File: config.mk
export PLATFORM = sky130hd
export DESIGN_NAME = count8_ctrl
export DESIGN_NICKNAME = d
export VERILOG_FILES = /design/src/rtl/count8_ctrl_pkg.sv /design/src/rtl/count8_ctrl_periods.sv /design/src/rtl/count8_ctrl.sv
export SDC_FILE = /design/constraint.sdc
export NUM_CORES = 1
export LEC_CHECK = 0
export ABC_AREA = 1
export ABC_CLOCK_PERIOD_IN_PS = 1450
export CORE_ASPECT_RATIO = 0.8
export CORE_MARGIN = 2
export CORE_UTILIZATION = 42
export DETAILED_ROUTE_END_ITERATION = 8
export PLACE_DENSITY_LB_ADDON = 0.1
export SLEW_MARGIN = 10
export SYNTH_ARGS = -nofsm -noshare
export SYNTH_HDL_FRONTEND = slang
export SYNTH_HIERARCHICAL = 1
export SYNTH_SLANG_ARGS = --single-unit
File: constraint.sdc
create_clock -name clk -period 1.45 [get_ports clk]
set_input_delay 0.145 -clock clk [delete_from_list [all_inputs] [get_ports clk]]
set_output_delay 0.145 -clock clk [all_outputs]
set_load 0.05 [all_outputs]
File: src/rtl/count8_ctrl_pkg.sv
`default_nettype none
// ============================================================================
// Module      : count8_ctrl_pkg
// Description : Shared types and constants for the count8_ctrl sequencer.
// Revision    : 1.0 - initial release
// ============================================================================
package count8_ctrl_pkg;

  // Default counter / value width.
  localparam int CNT_WIDTH = 8;

  // Sequencer states; the encoding is fixed so that state dumps are readable.
  typedef enum logic [1:0] {
    ST_IDLE = 2'd0,
    ST_LOAD = 2'd1,
    ST_RUN  = 2'd2,
    ST_DONE = 2'd3
  } state_e;

endpackage : count8_ctrl_pkg
`default_nettype wire

File: src/rtl/count8_ctrl_periods.sv
`default_nettype none
// ============================================================================
// Module      : count8_ctrl_periods
// Description : Wrapping completed-period counter with clear and increment.
// Revision    : 1.0 - initial release
// ============================================================================
module count8_ctrl_periods
  import count8_ctrl_pkg::*;
#(
  parameter int WIDTH = CNT_WIDTH
) (
  input  logic             clk,
  input  logic             res,
  input  logic             clr_i,
  input  logic             inc_i,
  output logic [WIDTH-1:0] count_o
);

  logic [WIDTH-1:0] count_q;
  logic [WIDTH-1:0] count_d;

  // Next value: clear wins over increment; increment wraps with no saturation.
  always_comb begin
    count_d = count_q;
    if (clr_i) begin
      count_d = '0;
    end else if (inc_i) begin
      count_d = count_q + WIDTH'(1);
    end
  end

  // Period count register with synchronous active-low reset.
  always_ff @(posedge clk) begin
    if (!res) begin
      count_q <= '0;
    end else begin
      count_q <= count_d;
    end
  end

  assign count_o = count_q;

endmodule : count8_ctrl_periods
`default_nettype wire

File: src/rtl/count8_ctrl.sv
`default_nettype none
// ============================================================================
// Module      : count8_ctrl
// Description : Sequencer driving an 8-bit loadable up-counter: accepts a run
//               command, loads the counter, counts to the terminal value,
//               pulses done, optionally reloads for periodic operation.
// Revision    : 1.0 - initial release
// ============================================================================
module count8_ctrl
  import count8_ctrl_pkg::*;
#(
  parameter int WIDTH = CNT_WIDTH
) (
  input  logic             clk,
  input  logic             res,
  input  logic             cmd_valid,
  output logic             cmd_ready,
  input  logic [WIDTH-1:0] cmd_start,
  input  logic [WIDTH-1:0] cmd_limit,
  input  logic             cmd_periodic,
  input  logic             stop,
  output logic             cnt_en,
  output logic             cnt_load,
  output logic [WIDTH-1:0] cnt_in,
  input  logic [WIDTH-1:0] cnt_val,
  output logic             busy,
  output logic             done,
  output logic [WIDTH-1:0] periods
);

  state_e           state_q;
  logic [WIDTH-1:0] start_q;
  logic [WIDTH-1:0] limit_q;
  logic             periodic_q;

  logic w_idle;
  logic w_accept;
  logic w_at_limit;
  logic w_period_done;

  assign w_idle        = (state_q == ST_IDLE);
  assign w_accept      = w_idle & cmd_valid;
  // Compare is taken directly on the live counter output, no pipeline stage.
  assign w_at_limit    = (cnt_val == limit_q);
  // A period only completes when DONE is left without an abort.
  assign w_period_done = (state_q == ST_DONE) & ~stop;

  // Sequencer FSM and command capture; stop aborts from any busy state.
  always_ff @(posedge clk) begin
    if (!res) begin
      state_q    <= ST_IDLE;
      start_q    <= '0;
      limit_q    <= '0;
      periodic_q <= 1'b0;
    end else begin
      case (state_q)
        ST_IDLE: begin
          if (cmd_valid) begin
            start_q    <= cmd_start;
            limit_q    <= cmd_limit;
            periodic_q <= cmd_periodic;
            state_q    <= ST_LOAD;
          end
        end
        ST_LOAD: begin
          state_q <= stop ? ST_IDLE : ST_RUN;
        end
        ST_RUN: begin
          if (stop) begin
            state_q <= ST_IDLE;
          end else if (w_at_limit) begin
            state_q <= ST_DONE;
          end
        end
        ST_DONE: begin
          if (stop) begin
            state_q <= ST_IDLE;
          end else begin
            state_q <= periodic_q ? ST_LOAD : ST_IDLE;
          end
        end
        default: state_q <= ST_IDLE;
      endcase
    end
  end

  // Outputs decode from state; stop gates the counter controls and done.
  assign cmd_ready = w_idle;
  assign busy      = ~w_idle;
  assign cnt_in    = w_idle ? '0 : start_q;
  assign cnt_load  = (state_q == ST_LOAD) & ~stop;
  assign cnt_en    = ((state_q == ST_LOAD) | ((state_q == ST_RUN) & ~w_at_limit)) & ~stop;
  assign done      = w_period_done;

  count8_ctrl_periods #(
    .WIDTH (WIDTH)
  ) u_periods (
    .clk     (clk),
    .res     (res),
    .clr_i   (w_accept),
    .inc_i   (w_period_done),
    .count_o (periods)
  );

endmodule : count8_ctrl
`default_nettype wire

== Word-level counts from Yosys, hierarchy flattened ==
Index checks and enable logic that the tools add are counted.

* Word-level logic and storage cells: 34
* Bits in registers: 27

* Reductions and logical operators: 4
* Bitwise gates (word level): 10
* Muxes and demuxes: 8
* Equality and inequality tests: 6
* Add/sub/neg operators: 1

{| class="wikitable"
|+ Operator list
! cell !! count
|-
| $add 8x1->8 const B || 1
|-
| $eq 8x8->1 || 1
|-
| $mux 2 || 4
|-
| $mux 8 || 1
|-
| $pmux 2 s4 || 1
|-
| $and 1x1->1 || 5
|-
| $eq 2x2->1 const B || 2
|-
| $not 1->1 || 4
|-
| $reduce_and 2->1 || 2
|-
| $ne 3x3->1 const B || 1
|-
| $eq 2x1->1 const B || 1
|-
| $logic_not 2->1 || 1
|-
| $mux 1 || 2
|-
| $ne 2x2->1 const B || 1
|-
| $reduce_or 2->1 || 1
|-
| $or 1x1->1 || 1
|}

== Depth between registers and ports, before layout ==
Gate-level depths: netlist of run 1.

* Word-level depth: 5
* Depth in mapped cells: 8
* Gate-level depth less buffers: 8

== Modules after synthesis ==
The synthesis of run 1 kept the hierarchy.

{| class="wikitable"
|+ Modules (own cells, without submodules)
! module !! area an instance (um2) !! times used !! cells an instance !! seq. area each (um2)
|-
| count8_ctrl || 898.4 || 1 || 131 || 380.4
|-
| count8_ctrl_periods || 361.6 || 1 || 50 || 160.2
|}

== Worst setup path after synthesis of run 1 ==
No wires, ideal clock.

* Kind: flip-flop to output port
* Start: reg state_q[0]
* End: out cnt_en
* Path slack: -748 ps
* Arrival time: 2053 ps
* Stages on the path, launching flop included: 5
* Cells stage by stage: dfxtp_1 inv_1 nor3_1 inv_1 nand2_1

* Word-level cells in the longest chain between the ends: 4
* Elaborated cells on any way between the ends: 5
* Classes of those cells: 2 x eq/ne; 3 x bitwise

{| class="wikitable"
|+ RTL lines
! element !! line !! text
|-
| start: declaration || count8_ctrl.sv:31 || <nowiki>state_e state_q;</nowiki>
|-
| start signal: assignment || count8_ctrl.sv:66 || <nowiki>state_q <= stop ? ST_IDLE : ST_RUN;</nowiki>
|-
| start signal: assignment || count8_ctrl.sv:79 || <nowiki>state_q <= periodic_q ? ST_LOAD : ST_IDLE;</nowiki>
|-
| $eq 2x2->1 || count8_ctrl.sv:92 || <nowiki>assign cnt_en = ((state_q == ST_LOAD) | ((state_q == ST_RUN) & ~w_at_limit)) & ~stop;</nowiki>
|-
| $and 1x1->1 || count8_ctrl.sv:92 ||
|-
| $or 1x1->1 * || count8_ctrl.sv:92 ||
|-
| $and 1x1->1 * || count8_ctrl.sv:92 ||
|-
| end: declaration || count8_ctrl.sv:22 || <nowiki>output logic cnt_en,</nowiki>
|}

Mark *: on every way between the ends. The rest lies on a longest branch, timed or not.

== Worst setup path after layout of run 1 ==
* Start: in cnt_val[6]
* End: out cnt_en

* Word-level cells in the longest chain between the ends: 5

{| class="wikitable"
|+ RTL lines
! element !! line !! text
|-
| start: declaration || count8_ctrl.sv:25 || <nowiki>input logic [WIDTH-1:0] cnt_val,</nowiki>
|-
| $eq 8x8->1 || count8_ctrl.sv:44 || <nowiki>assign w_at_limit = (cnt_val == limit_q);</nowiki>
|-
| $not 1->1 || count8_ctrl.sv:92 ||
|-
| $and 1x1->1 || count8_ctrl.sv:92 ||
|-
| $or 1x1->1 || count8_ctrl.sv:92 ||
|-
| $and 1x1->1 || count8_ctrl.sv:92 ||
|}

No other way between the ends.

==> results of run 1 <==
[per-layer routing]
metal  up-vias  track usage [%]  share of wire [%]
met1       526            22.61                 47
met5         -                0                  0
li1        678                -                  -
met3         2            5.319                6.4
met4         0            4.167               0.56
met2        27            30.78                 46
[cell families after synthesis]
group	count (synthesis)
DFF	27
buffers and inverters	36
and+or+nand+nor	68
adders and majority gates	1
xor gates and xnor gates	3
AOI/OAI and AO/OA	46
[flip-flops by register name, summed over array words and instances (netlist names)]
register,flops
limit_q,8
start_q,8
u_periods/count_o,8
state_q,2
periodic_q,1
[how the worst max path moves through the flow]
stage | to | slack, ps | startpoint | cells after the start
floorplan | cnt_in[0] | -100 | state_q[1] | 3
CTS | cnt_en | 0.4 | stop | 7
finish | cnt_en | 40 | cnt_val[6] | 8
detailed placement | u_periods/count_o[7] | -40 | stop | 7
global route | cnt_en | -70 | limit_q[7] | 9
global placement | cnt_en | -8 | stop | 7
[cell usage in the layout, fill, tap and decap left out, types with 3 or more instances in the layout]
| cell | instances |
|---|---|
| clkbuf_8 | 3 |
| nor2_1 | 24 |
| dlymetal6s2s_1 | 4 |
| dfxtp_1 | 19 |
| a21oi_1 | 23 |
| inv_1 | 27 |
| nor2_4 | 3 |
| buf_4 | 22 |
| clkdlybuf4s50_1 | 24 |
| o21ai_0 | 5 |
| o21ai_1 | 17 |
| inv_2 | 4 |
| buf_12 | 6 |
| nand2_1 | 33 |
| dfxtp_2 | 7 |
[critical path, delay by kind of cell]
kind / cells / cell delay, ps
and+or+nand+nor: 5 / 370
buffers and inverters: 2 / 610
xor gates and xnor gates: 1 / 120
[stage by stage]
stage	setup TNS [ps]	utilization (%)
4_1_cts	0	67.87
3_3_place_gp	-7.771	66.09
3_5_place_dp	-43.23	66.09
2_1_floorplan	-843.0	-
5_1_grt	-71.68	69.43
6_report	0	69.43
[timing repair]
action	CTS	global route
resized for setup	2	19
endpoints found under the setup margin	5	11
setup buffers	0	0
pin swaps	0	4
cloned	0	0
[cells in the mapped netlist]
library cell,count
nor3_1,1
a21oi_1,23
inv_2,1
xnor2_1,3
inv_1,30
o21a_1,1
ha_1,1
buf_2,2
nor2_1,25
nand3_1,2
buf_6,3
nand4_1,1
o21ai_0,5
nand2_1,34
o21ai_1,17
nor2_2,1
nand2_4,1
nand3_2,1
nor2_4,1
dfxtp_1,27
nand2_2,1
[layout make-up]
type                            count  area [um2]  share of cell area, %
Timing Repair Buffer               57       586.8                  30.10
Multi-Input combinational cell    118       600.6                  30.81
Sequential cell                    27       553.0                  28.37
Tap cell                           38       47.55                  2.439
Clock buffer                        4       45.04                  2.311
Inverter                           31       116.4                  5.969
[power groups by stage]
stage | logic [mW] | clock network [mW] | registers, mW
3_3_place_gp | 0.374 | 0 | 0.823
6_report | 0.392 | 0.421 | 0.812
5_1_grt | 0.427 | 0.463 | 0.818
4_1_cts | 0.387 | 0.434 | 0.807
3_5_place_dp | 0.383 | 0 | 0.824
2_1_floorplan | 0.224 | 0 | 0.821
==> run_results.csv, run 1 <==
group,metric,value,unit
worst_setup_path,path_max_fanout,2,
place,place.gp.congestion,0.7229,
synthesis,synthesis.nets,211,
worst_setup_path,timing.rr.start,"state_q[0]",
die,die_w,65.24,um
die,die_height,52.99,um
clocking,cts_hold_buf,0,
synthesis,synth_cells,181,
clocking,cts_sinks,27,
worst_setup_path,start_kind,"input port",
synthesis,synth_top_family_by_area,"simple AND/OR/NAND/NOR gates",
final_layout,final_area,1949,um2
power,sw_frac_of_total,28.03,%
power,switchingPower,0.4553,mW
synthesis,synth.area.mux_share,0,%
final_layout,final_cells,275,
timing,hold_viol_final,0,
worst_setup_path,r2r-end,"u_periods/count_o[7]",
drt,drtIter0Drc,48,
grt,grt_antenna_before_repair,0,
final_layout,layout.nets,268,
timing,setup_violations,0,
grt,grt_max_degree,30,
final_layout,num-fill-cells,226,
timing,max_slew_margin,81.84,%
clocking,cts_buffers,3,
status,outcome,"finished clean",
grt,grt_usage,18.04,%
synthesis,ys_ff_latch,27,
place,pre_cts_slack,-42.25,ps
power,p_clk_share,25.9,%
place,io_buffers,49,
timing,post-route-period-util,97.25,%
min_path,holdPathEnd,"u_periods/count_o[1]",
timing,worstMarginPinSlew,272.4,ps
clocking,ctsRootBufferMaster,"clkbuf_8",
clocking,clk_latency,270,ps
die,core_area,2808,um2
place,placed_cells,271,
timing,setup_ws,39.87,ps
final_layout,diodes,0,
drt,wl,2844,um
power,p_seq_share,50.0,%
timing,clock_skew,1.521,ps
synthesis,synth_warnings,6,
min_path,min_path_type,"input port to flop",
clocking,cts_max_path_buffers,2,
power,vdd_drop_max,766.8,uV
worst_setup_path,r2r.worst_path.cells,7,
timing,hold_ws,343.3,ps
clocking,cts_tree,"done",
synthesis,syn_avg_cell_area,6.961,um2
synthesis,synth_xor_area_share,2.085,%
timing,post-route-min-period,1410,ps
run,maxCapViolations,0,
power,power_frac_comb,24.1,%
timing,maxSlewViolCount,0,
synthesis,synth_top_area_share,42.90,%
clocking,cts_max_level,1,
synthesis,synth_fa_ha_area_share,0.9930,%
min_path,whs_path_depth,3,
synthesis,yosys-top-cells-area,"dfxtp_1 43%, nand2_1 10%, a21oi_1 9.1%",
worst_setup_path,critical-path-max-stage-delay,470,ps
grt,grt_overflow,0,
final_layout,syn_to_final_growth,54.72,%
synthesis,seq_area_frac_synth,42.90,%
power,leakage,0.8918,nW
worst_setup_path,worstPathArrival,1270,ps
power,powerDensity,833.3,nW/um2
drt,first_pass_iters,4,
power,power,1.624,mW
worst_setup_path,worstSetupEndpointType,"output port",
grt,grt_pass1_vias,1152,
drt,antenna_left,0,
grt,grt_pass1_wl,4788,um
clocking,path_clk_slew,90,ps
final_layout,drive_above_1_share,22.78,%
worst_setup_path,crit_path_frequent_cell,"nand2_1",
worst_setup_path,crit_slowest_cell,"clkdlybuf4s50_1",
drt,wl_per_cell,10.34,um
drt,drc_errors,0,
synthesis,syn_area,1260,um2
die,num_rows,17,
synthesis,synth_compound_area_share,18.47,%
die,num_io_pins,50,
timing,fmaxAchievable,709.2,MHz
synthesis,synth_area_leader_cell,"dfxtp_1",
worst_setup_path,crit_required,1310,ps
drt,vias_per_cell,4.484,
worst_setup_path,critical_path_class,"input port to output port",
place,dp.final_hpwl,2193,um
synthesis,yosys.area_share.simple,22.84,%
synthesis,synth_cell_types,21,
timing,rsz0062_at_grt,"yes",
worst_setup_path,reg2reg_slack,190,ps
drt,vias,1233,
power,p_int,1.169,mW
min_path,hp-start,"stop",
die,design.die.area,3457,um2
die,start_util,44.88,%
place,dpl_cell_area,1856,um2
worst_setup_path,path_cells,"clkdlybuf4s50_1 -> xnor2_1 -> nand2_1 -> nor2_1 -> nand2_1 -> nand2_1 -> nand2_2 -> buf_12",
No activity file was read; power rests on OpenSTA's default activity.
==> inputs of run 2 (changes only) <==
Settings changed: ABC_CLOCK_PERIOD_IN_PS 1450 to 1750, CORE_UTILIZATION 42 to 46.
Clock period 1.45 ns to 1.75 ns, I/O delays scaled along.
==> run_results.csv, run 2 (same netlist as run 1, synthesis figures left out) <==
group,metric,value,unit
place,dpl_cell_area,1812,um2
final_layout,diodes,0,
drt,first_pass_iters,4,
clocking,cts_max_path_buffers,2,
drt,antenna_left,0,
worst_setup_path,path_max_fanout,3,
drt,wl_per_cell,10.16,um
final_layout,final_area,1846,um2
drt,drc_errors,0,
worst_setup_path,r2r-end,"u_periods/count_o[1]",
final_layout,layout.nets,265,
min_path,min_path_type,"input port to flop",
timing,setup_tns,0,ps
worst_setup_path,critical-path-max-stage-delay,810,ps
clocking,cts_max_level,1,
worst_setup_path,worstSetupEndpointType,"output port",
worst_setup_path,crit_slowest_cell,"clkdlybuf4s50_1",
timing,maxSlewViolCount,0,
timing,hold_ws,441.2,ps
worst_setup_path,cp_num_cells,1,
drt,drtIter0Drc,60,
final_layout,regArea,540.5,um2
final_layout,num-fill-cells,210,
grt,grt_max_degree,32,
timing,fmaxAchievable,596.0,MHz
worst_setup_path,path_cells,"clkdlybuf4s50_1",
timing,post-route-min-period,1678,ps
status,outcome,"finished clean",
timing,rsz0062_at_grt,"no",
die,design.die.area,3176,um2
die,core_area,2522,um2
final_layout,syn_to_final_growth,46.47,%
final_layout,drive_above_1_share,12.82,%
clocking,cts_hold_buf,0,
final_layout,layout_commonest_cell,"nand2_1",
die,num_rows,16,
timing,post-route-period-util,95.88,%
clocking,ctsRootBufferMaster,"clkbuf_4",
worst_setup_path,worstPathArrival,1500,ps
grt,grt_pass1_vias,1124,
final_layout,multi_input_area,566.8,um2
die,die_w,62.52,um
timing,hold_viol_final,0,
worst_setup_path,endpoint,"periods[7]",
timing,worstMarginPinSlew,523.7,ps
worst_setup_path,r2r.worst_path.cells,6,
worst_setup_path,cpLargestDelayFamily,"buffers and inverters",
clocking,path_clk_slew,130,ps
grt,grt_pass1_wl,4726,um
timing,setup_violations,0,
drt,vias_per_cell,4.656,
die,die_height,50.81,um
worst_setup_path,critPathLaunch,"u_periods/count_o[7]",
worst_setup_path,critical_path_class,"flop to output port",
grt,grt_usage,18.83,%
worst_setup_path,crit_buf_inv,1,
place,dp.final_hpwl,2077,um
worst_setup_path,timing.rr.start,"state_q[1]",
final_layout,layout_common_cells,"34 x nand2_1, 30 x inv_1, 29 x clkdlybuf4s50_1",
clocking,clk_latency,320,ps
run,maxCapViolations,0,
place,io_buffers,49,
drt,vias,1257,
place,place.gp.congestion,0.7950,
worst_setup_path,crit_required,1570,ps
clocking,cts_sinks,27,
grt,grt_overflow,0,
die,num_io_pins,50,
die,start_util,49.95,%
power,powerDensity,670.1,nW/um2
clocking,cts_buffers,3,
clocking,postCtsSetupBuffers,0,
worst_setup_path,start_kind,"flop",
worst_setup_path,reg2reg_slack,300,ps
power,vdd_drop_max,483.4,uV
power,leakage,0.8833,nW
drt,wl,2744,um
timing,clock_skew,3.218,ps
timing,max_slew_margin,64.96,%
grt,grt_antenna_before_repair,0,
clocking,cts_tree,"done",
[run 2: per-stage QoR]
stage	power, mW	setup WS [ps]	instances	util (%)
global route	1.309	7.665	270	73.16
floorplan	0.8643	14.26	181	-
global placement	0.9833	249.4	266	71.83
finish	1.237	72.11	270	73.16
detailed placement	0.9915	193.8	266	71.83
CTS	1.251	13.17	270	72.77
[run 2: cell type report]
class / instances / share of cell area [%]
Sequential cell: 27 / 29.29
Multi-Input combinational cell: 118 / 30.71
Inverter: 31 / 6.305
Timing Repair Buffer: 54 / 29.83
Clock buffer: 4 / 1.424
Tap cell: 36 / 2.441
[run 2: report_power, final]
part           switching [mW]  total, mW  internal [mW]
combinational           0.166      0.308          0.142
sequential             0.0168      0.669          0.652
clock                   0.171      0.260         0.0892
[run 2: worst min-delay path by stage]
| stage | start | end | slack, ps | cells past startpoint |
|---|---|---|---|---|
| after CTS | cmd_start[4] | start_q[4] | 430 | 3 |
| after detailed placement | start_q[0] | start_q[0] | 450 | 2 |
| after global placement | start_q[6] | start_q[6] | 440 | 2 |
| after global routing | cmd_start[3] | start_q[3] | 430 | 3 |
| final | cmd_start[4] | start_q[4] | 440 | 3 |
| after floorplan | res | start_q[2] | 310 | 2 |
[run 2: per-layer routing]
layer | track usage, % | routed length, um | part of all wire, %
met3 | 6.608 | 174 | 6.3
met2 | 32.97 | 1248 | 45
met5 | 0 | 0 | 0
met4 | 3.333 | 13 | 0.47
met1 | 22.87 | 1307 | 48
[run 2: what timing repair did]
item	CTS	global route
cloned	0	0
gates resized for setup	2	4
endpoints found under the setup margin	2	4
